==> src/rtl/branch_redirect_ctrl.sv <==
// Taken-branch redirect sequencer: evaluates BEQ (branch & zero) from EX/MEM, drives
// the PC-source select and target, holds the pipeline flush for the squash window.
module branch_redirect_ctrl #(
  parameter int unsigned PC_W        = 32,
  parameter int unsigned FLUSH_DEPTH = 3,
  parameter int unsigned CNT_W       = 16
) (
  input  logic             clk,
  input  logic             rst_n,
  input  logic             branch,
  input  logic             zero,
  input  logic [PC_W-1:0]  branch_target,
  input  logic             stall,
  input  logic             clear_stats,
  output logic             pc_src,
  output logic [PC_W-1:0]  pc_target,
  output logic             flush,
  output logic             busy,
  output logic [CNT_W-1:0] branch_count,
  output logic [CNT_W-1:0] taken_count
);

  localparam int unsigned SQ_W = 4;
  localparam logic [SQ_W-1:0] SQ_INIT = SQ_W'(FLUSH_DEPTH - 1);
  localparam logic [CNT_W-1:0] CNT_MAX = {CNT_W{1'b1}};

  typedef enum logic [1:0] {
    IDLE     = 2'd0,
    REDIRECT = 2'd1,
    SQUASH   = 2'd2
  } state_e;

  state_e            state_q, state_d;
  logic [SQ_W-1:0]   sq_cnt_q, sq_cnt_d;
  logic              pc_src_q, pc_src_d;
  logic              flush_q, flush_d;
  logic              busy_q, busy_d;
  logic [PC_W-1:0]   pc_target_q, pc_target_d;
  logic [CNT_W-1:0]  branch_count_q, branch_count_d;
  logic [CNT_W-1:0]  taken_count_q, taken_count_d;

  logic              sample_c;
  logic              taken_c;

  // Branch/zero only mean something for the instruction in EX/MEM while idle and unstalled.
  assign sample_c = (state_q == IDLE) && !stall;
  assign taken_c  = branch & zero;

  // Redirect / squash sequencing.
  always_comb begin
    state_d     = state_q;
    sq_cnt_d    = sq_cnt_q;
    pc_src_d    = pc_src_q;
    flush_d     = flush_q;
    busy_d      = busy_q;
    pc_target_d = pc_target_q;

    case (state_q)
      IDLE: begin
        if (sample_c && taken_c) begin
          pc_target_d = branch_target;
          pc_src_d    = 1'b1;
          flush_d     = 1'b1;
          busy_d      = 1'b1;
          sq_cnt_d    = SQ_INIT;
          state_d     = REDIRECT;
        end
      end

      REDIRECT: begin
        // pc_src must survive a stall until the PC register can actually load.
        if (!stall) begin
          pc_src_d = 1'b0;
          if (sq_cnt_q == '0) begin
            flush_d = 1'b0;
            busy_d  = 1'b0;
            state_d = IDLE;
          end else begin
            sq_cnt_d = sq_cnt_q - SQ_W'(1);
            state_d  = SQUASH;
          end
        end
      end

      SQUASH: begin
        if (!stall) begin
          if (sq_cnt_q == '0) begin
            flush_d = 1'b0;
            busy_d  = 1'b0;
            state_d = IDLE;
          end else begin
            sq_cnt_d = sq_cnt_q - SQ_W'(1);
          end
        end
      end

      default: begin
        state_d  = IDLE;
        pc_src_d = 1'b0;
        flush_d  = 1'b0;
        busy_d   = 1'b0;
      end
    endcase
  end

  // Saturating statistics; clear has priority over a same-cycle increment.
  always_comb begin
    branch_count_d = branch_count_q;
    taken_count_d  = taken_count_q;
    if (clear_stats) begin
      branch_count_d = '0;
      taken_count_d  = '0;
    end else if (sample_c && branch) begin
      if (branch_count_q != CNT_MAX) begin
        branch_count_d = branch_count_q + CNT_W'(1);
      end
      if (zero && (taken_count_q != CNT_MAX)) begin
        taken_count_d = taken_count_q + CNT_W'(1);
      end
    end
  end

  always_ff @(posedge clk or negedge rst_n) begin
    if (!rst_n) begin
      state_q        <= IDLE;
      sq_cnt_q       <= '0;
      pc_src_q       <= 1'b0;
      flush_q        <= 1'b0;
      busy_q         <= 1'b0;
      pc_target_q    <= '0;
      branch_count_q <= '0;
      taken_count_q  <= '0;
    end else begin
      state_q        <= state_d;
      sq_cnt_q       <= sq_cnt_d;
      pc_src_q       <= pc_src_d;
      flush_q        <= flush_d;
      busy_q         <= busy_d;
      pc_target_q    <= pc_target_d;
      branch_count_q <= branch_count_d;
      taken_count_q  <= taken_count_d;
    end
  end

  assign pc_src       = pc_src_q;
  assign pc_target    = pc_target_q;
  assign flush        = flush_q;
  assign busy         = busy_q;
  assign branch_count = branch_count_q;
  assign taken_count  = taken_count_q;

endmodule

==> config.mk <==
export PLATFORM = sky130hd
export DESIGN_NAME = branch_redirect_ctrl
export DESIGN_NICKNAME = d
export VERILOG_FILES = /design/src/rtl/branch_redirect_ctrl.sv
export SDC_FILE = /design/constraint.sdc
export NUM_CORES = 1
export LEC_CHECK = 0
export BUFFER_PORTS_ARGS = -buffer_cell sky130_fd_sc_hd__buf_2
export CAP_MARGIN = 20
export CORE_ASPECT_RATIO = 1.4
export CORE_MARGIN = 1
export CORE_UTILIZATION = 51
export DETAILED_ROUTE_END_ITERATION = 6
export HOLD_SLACK_MARGIN = 0.05
export PLACE_DENSITY = 0.76
export SETUP_SLACK_MARGIN = 0.3
export SLEW_MARGIN = 20
export SYNTH_ARGS = -nofsm -noshare
export SYNTH_HDL_FRONTEND = slang
export SYNTH_SLANG_ARGS = --single-unit
==> constraint.sdc <==
create_clock -name clk -period 2.8 [get_ports clk]
set_input_delay 0.14 -clock clk [delete_from_list [all_inputs] [get_ports clk]]
set_output_delay 0.14 -clock clk [all_outputs]
set_load 0.02 [all_outputs]
Word-level counts from Yosys, hierarchy flattened
Cells that the tools add are included.
{"block": "totals", "ramBits": 0, "rom_bits": 0, "latchBits": 0, "in_bits": 38, "reg_bits": 72, "memories": 0}
{"block": "classes", "multipliers": 0, "n_lt_le_gt_ge": 0, "n_addsub": 3, "n_eq_ne": 11, "n_bitwise": 2, "div": 0, "n_mux": 22, "n_reduce_logical": 19, "n_shift": 0}
{"op": "$mux 16", "count": 6}
{"op": "$add 16x1->16 const B", "count": 2}
{"op": "$ne 16x16->1 const B", "count": 2}
{"op": "$mux 4", "count": 3}
{"op": "$mux 2", "count": 5}
{"op": "$ne 2x2->1 const B", "count": 5}
{"op": "$pmux 4 s2", "count": 1}
{"op": "$reduce_and 4->1", "count": 2}
{"op": "$reduce_bool 2->1", "count": 4}
{"op": "$pmux 2 s3", "count": 1}
{"op": "$reduce_and 2->1", "count": 3}
{"op": "$reduce_and 3->1", "count": 2}
{"op": "$logic_and 1x1->1", "count": 4}
{"op": "$logic_not 4->1", "count": 1}
{"op": "$mux 1", "count": 4}
{"op": "$ne 2x1->1 const B", "count": 2}
{"op": "$sub 4x1->4 const B", "count": 1}
{"op": "$pmux 1 s3", "count": 1}
{"op": "$eq 2x1->1 const B", "count": 1}
{"op": "$eq 2x2->1 const B", "count": 1}
{"op": "$logic_not 2->1", "count": 1}
{"op": "$pmux 1 s2", "count": 1}
{"op": "$reduce_or 2->1", "count": 1}
{"op": "$and 1x1->1", "count": 1}
{"op": "2 further kinds", "count": 2}

Longest topological paths before layout
Gate-level depths: netlist of the first run.
{"block": "logic_depth", "word_depth": 5, "mapped_depth": 7, "mapped_depth_nobuf": 6}

Worst setup path after synthesis of the first run
Ideal clock, no wire load.
{"block": "synth_timing", "path_kind": "reg-to-reg", "start": "reg state_q[0]", "end": "reg branch_count_q[15], in the netlist branch_count[15]", "path_slack_ns": 0.592, "setup_time_ns": 0.078, "stages_incl_launch_ff": 8, "arrival_ns": 2.130, "path_cell_list": "dfrtp_1 -> inv_1 -> ha_1 -> nand3b_4 -> or4_1 -> buf_2 -> or4_1 -> a21oi_1"}
{"block": "synth_between", "elab_chain_cells": 5}
{"item": "from (decl)", "line_no": "33", "text": "state_e state_q, state_d;"}
{"item": "from (signal assigned)", "line_no": "134", "text": "state_q <= state_d;"}
{"item": "$logic_not 2->1", "line_no": "46", "text": "assign sample_c = (state_q == IDLE) && !stall;"}
{"item": "$logic_and 1x1->1", "line_no": "46"}
{"item": "$logic_and 1x1->1", "line_no": "113", "text": "end else if (sample_c && branch) begin"}
{"item": "$reduce_bool 2->1 (no line)"}
{"item": "$reduce_and 2->1 (no line)"}
{"item": "to (signal assigned)", "line_no": "140", "text": "branch_count_q <= branch_count_d;"}
{"item": "to (decl)", "line_no": "39", "text": "logic [CNT_W-1:0] branch_count_q, branch_count_d;"}
Every way passes these cells.
A chain may end at the register's enable or synchronous reset.

Final worst setup path of the first run
Same ends and word-level chain as after synthesis.

==> out/qor.yml, run 1 <==
htreeDepth: 3
dp_slack_ps: 365
clk_path_buf_depth: 2
crit_chain: "inv_1, ha_2, nand3b_4, or4_1, or4_1, a21oi_1"
worstSkewPairLatency_ps: 350
cp_slowest_cell: "or4_1"
grt_pass1_vias: 3175
critPathCaptureType: "flip-flop"
hold-worst-slack_ps: 225
rr_worst_depth: 6
drcViolationCount: 0
rsz0062_at_grt: "no"
timing.fmax_ghz: 0.424
final_util_pct: 69.5
instances_no_fill: 597
layout_min_cycle_time_ps: 2360
ys_ff_latch: 72
synthTopCellsByArea: "dfrtp_1, nand2_1, a21oi_1, ha_1, or3_1"
grt_max_degree: 38
fin_skew_ps: 10.4
setup.worst_path.start_class: "flip-flop"
die-area_um2: 7130
final_nets: 562
synth_top_cell_by_area: "dfrtp_1"
numCtsBuffers: 9
hp-class: "input pin to flip-flop"
pwr-share-seq_pct: 41.7
grt.busiest_layer: "met2"
vias: 3328
p_int_mw: 2.18
power_density_nw_per_um2: 789
core-area_um2: 6570
cpMostUsedCell: "or4_1"
gr-usage-met3_pct: 5.57
path_class: "flip-flop to flip-flop"
tightest_slew_ps: 797
die_h_um: 99.5
syn_nets: 426
ant_nets: 0
grt_usage_pct: 26.2
mostFrequentLayoutCells: "nand2_1, buf_2, dfrtp_1, dlygate4sd3_1, a21oi_1"
die_w_um: 71.6
status: "complete, no violations"
synth-edff-count: 0
ys_types: 46
vdd_ir_drop_max_mv: 0.639
synth_warnings: 0
clkPwrFrac_pct: 21.0
fillers: 504
r2r_slack_ps: 440
std_cell_rows: 35
drt_iter0_markers: 195
synth_area_um2: 3460
use_met1_pct: 31.4
syn_inst: 381
setup_viol: 0
worstPathMaxFanout: 9
critical_path.max_stage_delay_ps: 680
seq_area_frac_synth_pct: 52.0
hold_viol_final: 0
cts_setup_buffers: 0
grt_pass1_wl_um: 14500
slew_headroom_pct: 46.4
wl_per_cell_um: 14.9
p_total_mw: 3.60
dpl_cell_area_um2: 4050
wl_um: 8890
crit_end: "branch_count[15]"
cp.arrival_ps: 2630
worstReg2RegEnd: "branch_count[15]"
initial_utilization_pct: 52.7
postSynth.asyncResetShare_pct: 100
p_comb_share_pct: 37.3
clk_pin_slew_worst_paths_ps: 80
gp_congestion: 0.826
timing.setup.tns_ps: 0
finalMaxSlewViolations: 0
p_switching_mw: 1.42
cts.sinks: 72
fin_crit_sh_pct: 84.2
area_delta_synth_final_pct: 31.9
stdcell_area_um2: 4570
synth-main-ff-cell: "dfrtp_1"
place.port_buffers: 104
critPathLaunch: "state_q[0]"
tritoncts: "yes"
clk_root_buffer_cell: "clkbuf_8"
final_common_cell: "nand2_1"
dr.pass1.iters: 4
r2r-start: "state_q[0]"
synth_top_cell_area_share_pct: 52.0
drv_cap: 0
met2_usage_pct: 45.5
avgSynthCellArea_um2: 9.09
via_per_inst: 5.57
drive_gt1_share_pct: 26.6
cp.required_ps: 3070
cellLeakagePower_nw: 2.29
antenna_found_initial: 0
grt_overflow: 0
dp_hpwl_um: 5680
netSwitchingFraction_pct: 39.4
fin_ws_ps: 443
io_pins: 105
dp_cells: 547
==> final cells by class <==
class | count | area, um^2 | share of cell area, %
sequential | 72 | 1800 | 39.5
multi-input combinational | 280 | 1550 | 33.9
timing repair buffer | 143 | 896 | 19.6
clock buffer | 11 | 151 | 3.32
tap | 74 | 92.6 | 2.03
inverter | 11 | 41.3 | 0.904
clock inverter | 5 | 31.3 | 0.685
antenna | 1 | 2.50 | 0.0548
==> synthesized netlist by cell type (5+ instances only) <==
library cell and number:
o21ai_0 17, a21oi_1 27, dfrtp_1 72, or4_1 10
mux2_2 5, nor4_1 7, nand4_1 12, ha_1 7
inv_1 11, o31ai_1 9, or3_1 14, clkbuf_1 13
nand2_1 111, nand3_1 11, nor2_1 12
==> state kept, by name, indices dropped and copies added (netlist names) <==
register	count
pc_src	1
pc_target	32
busy	1
taken_count	16
sq_cnt_q	4
branch_count	16
state_q	2
==> worst min-delay path by stage <==
stage	startpoint	to	slack [ps]	cells after the start
6_report	branch	branch_count[0]	230	4
5_1_grt	branch	branch_count[0]	230	4
4_1_cts	branch	branch_count[0]	210	4
3_5_place_dp	rst_n	branch_count[14]	260	1
3_3_place_gp	rst_n	branch_count[10]	250	1
2_1_floorplan	rst_n	branch_count[0]	-160	0
==> cells by family after synthesis <==
logic type / Yosys count / synth area share, %
AND/OR/NAND/NOR: 196 / 27.5
flip-flops: 72 / 52.0
AO/OA/AOI/OAI: 68 / 11.9
buffers and inverters: 29 / 3.29
multiplexers: 8 / 2.49
adder cells (fa/ha/maj): 7 / 2.53
XOR/XNOR: 1 / 0.253
==> critical path, delay by kind of cell, from the launching register on <==
family / cells / cell delay, ps
simple gates: 3 / 1350
flops: 1 / 400
fa+ha+maj: 1 / 280
compound gates: 1 / 150
buf+inv: 1 / 110
==> power groups by stage <==
stage	registers (mW)	clock network (mW)	logic, mW
detailed placement	1.50	0	1.29
finish	1.50	0.757	1.35
CTS	1.49	0.768	1.32
global placement	1.50	0	1.24
global route	1.54	0.817	1.48
floorplan	1.80	0	0.538
==> metal layers <==
layer,vias up,part of all wire [%]
met5,-,0
met2,100,52
met3,14,4.8
met4,0,1.7
li1,1620,-
met1,1594,41
==> repair_timing <==
action / CTS / global route
hold endpoints to repair: 63 / 0
hold buffers: 33 / 0
gates resized for setup: 0 / 1
setup endpoints to repair: 0 / 5
(Power assumes the default switching activity.)
==> run 2, diff against run 1 <==
- CORE_UTILIZATION: 51 -> 46
- PLACE_DENSITY: 0.76 -> 0.73
- clock period: 2.8 -> 2.1 ns (I/O delays scaled with it)
==> run 2 against run 1 <==
- fmax up 19%
- clock power grew 80%
- die area up 11%
- worst hold slack better by 43 ps
- flip-flop and latch count is the same
- critical path depth grew 1
- combinational power is 54% higher
==> out/qor.yml, run 2 (synthesis results as in run 1) <==
cp.arrival_ps: 2240
die_w_um: 75.3
hp-class: "input pin to flip-flop"
worstHoldStart: "clear_stats"
mostFrequentLayoutCells: "nand2_1, buf_2, dfrtp_1, dlygate4sd3_1, buf_4"
r2r_slack_ps: 110
p_comb_share_pct: 38.2
worstPathMaxFanout: 5
path_class: "flip-flop to flip-flop"
cp_slowest_cell: "or4_4"
grt_max_degree: 73
clkPwrFrac_pct: 25.0
final_nets: 588
antennaDiodeCount: 0
ant_nets: 0
wl_per_cell_um: 15.4
cts.sinks: 72
critical_path.max_stage_delay_ps: 480
vdd_ir_drop_max_mv: 0.798
htreeDepth: 3
path_delay_family: "simple AND/OR/NAND/NOR gates"
antenna_found_initial: 0
worstSkewPairLatency_ps: 350
r2r-start: "state_q[0]"
hold-path-endpoint: "branch_count[8]"
tightest_slew_ps: 619
clk_pin_slew_worst_paths_ps: 80
timing.setup.tns_ps: 0
stdcell_area_um2: 5110
die-area_um2: 7880
p_int_mw: 3.45
largest_reg_flops: 32
rsz0062_at_grt: "yes"
final_common_cell: "nand2_1"
pwr-share-seq_pct: 36.8
critPathCaptureType: "flip-flop"
clk_path_buf_depth: 2
setup.worst_path.start_class: "flip-flop"
drv_cap: 0
wl_um: 9920
crit_chain: "inv_2, ha_4, nand4b_1, or4_4, buf_6, or3_1, a21oi_1"
grt_usage_pct: 25.3
die_h_um: 105
slew_headroom_pct: 58.3
area_delta_synth_final_pct: 47.7
p_switching_mw: 1.99
layout_min_cycle_time_ps: 1990
via_per_inst: 5.38
final_util_pct: 69.9
tritoncts: "yes"
clk_root_buffer_cell: "clkbuf_8"
drcViolationCount: 0
timing.fmax_ghz: 0.504
core-area_um2: 7310
dpl_cell_area_um2: 4200
grt_pass1_vias: 3346
grt_pass1_wl_um: 15300
place.port_buffers: 104
cellLeakagePower_nw: 2.45
p_total_mw: 5.44
dr.pass1.iters: 6
worstReg2RegEnd: "taken_count[9]"
crit_buf_inv: 2
hold_viol_final: 0
dp_hpwl_um: 5630
numCtsBuffers: 9
finalMaxSlewViolations: 0
setup_viol: 0
drive_gt1_share_pct: 37.4
cp.required_ps: 2360
fin_crit_sh_pct: 94.6
status: "complete, no violations"
fin_skew_ps: 12.0
netSwitchingFraction_pct: 36.5
grt_overflow: 0
drt_iter0_markers: 282
dp_cells: 575
power_density_nw_per_um2: 1060
holdPathStages: 2
rr_worst_depth: 7
instances_no_fill: 645
vias: 3468
std_cell_rows: 37
initial_utilization_pct: 47.3
io_pins: 105
gp_congestion: 0.810
-- run 2: power by group through the flow --
stage | logic [mW] | registers [mW] | clock network, mW
final | 2.08 | 2.00 | 1.36
after global routing | 2.24 | 2.04 | 1.44
after CTS | 1.93 | 1.99 | 1.38
after detailed placement | 1.76 | 2.00 | 0
after global placement | 1.70 | 2.00 | 0
after floorplan | 0.767 | 2.41 | 0
-- run 2: stage by stage --
step | hold slack [ps] | worst slack, ps
finish | 268 | 114
CTS | 250 | 147
floorplan | -191 | 129
detailed placement | 168 | 13.4
global placement | 165 | 62.7
global route | 281 | 51.9
-- run 2: cell type report --
| cell class | instances | area [um^2] |
|---|---|---|
| fill | 551 | 2200 |
| timing repair buffer | 169 | 1130 |
| clock buffer | 10 | 138 |
| sequential | 72 | 1820 |
| tap | 97 | 121 |
| inverter | 11 | 41.3 |
| multi-input combinational | 280 | 1760 |
| clock inverter | 6 | 115 |
-- run 2: worst max-delay path by stage --
stage / depth (start not counted) / slack [ps] / start / endpoint
3_3_place_gp: 7 / 60 / state_q[1] / taken_count[9]
5_1_grt: 7 / 50 / state_q[0] / taken_count[9]
3_5_place_dp: 6 / 10 / state_q[0] / taken_count[13]
4_1_cts: 6 / 150 / state_q[0] / taken_count[13]
2_1_floorplan: 7 / 130 / state_q[1] / taken_count[13]
6_report: 7 / 110 / state_q[0] / taken_count[9]
-- run 2: worst reg2reg max path: stages, from the launching register on --
cell and delay, ps:
dfrtp_1 400, inv_2 90, ha_4 160, nand4b_1 150
or4_4 480, buf_6 150, or3_1 310, a21oi_1 150
-- run 2: repair_timing --
action	4_1_cts	5_1_grt
resized for setup	13	22
setup endpoints to repair	20	26
hold buffers	33	0
setup buffers	12	9
endpoints found under the hold margin	104	0
pin swaps	7	4
-- run 2: per-layer routing --
| layer | up-vias | part of all wire [%] | track usage, % |
|---|---|---|---|
| li1 | 1663 | - | - |
| met1 | 1667 | 40 | 30.7 |
| met2 | 122 | 53 | 42.5 |
| met3 | 16 | 4.7 | 4.44 |
| met4 | 0 | 2.2 | 11.4 |
| met5 | - | 0 | 0 |
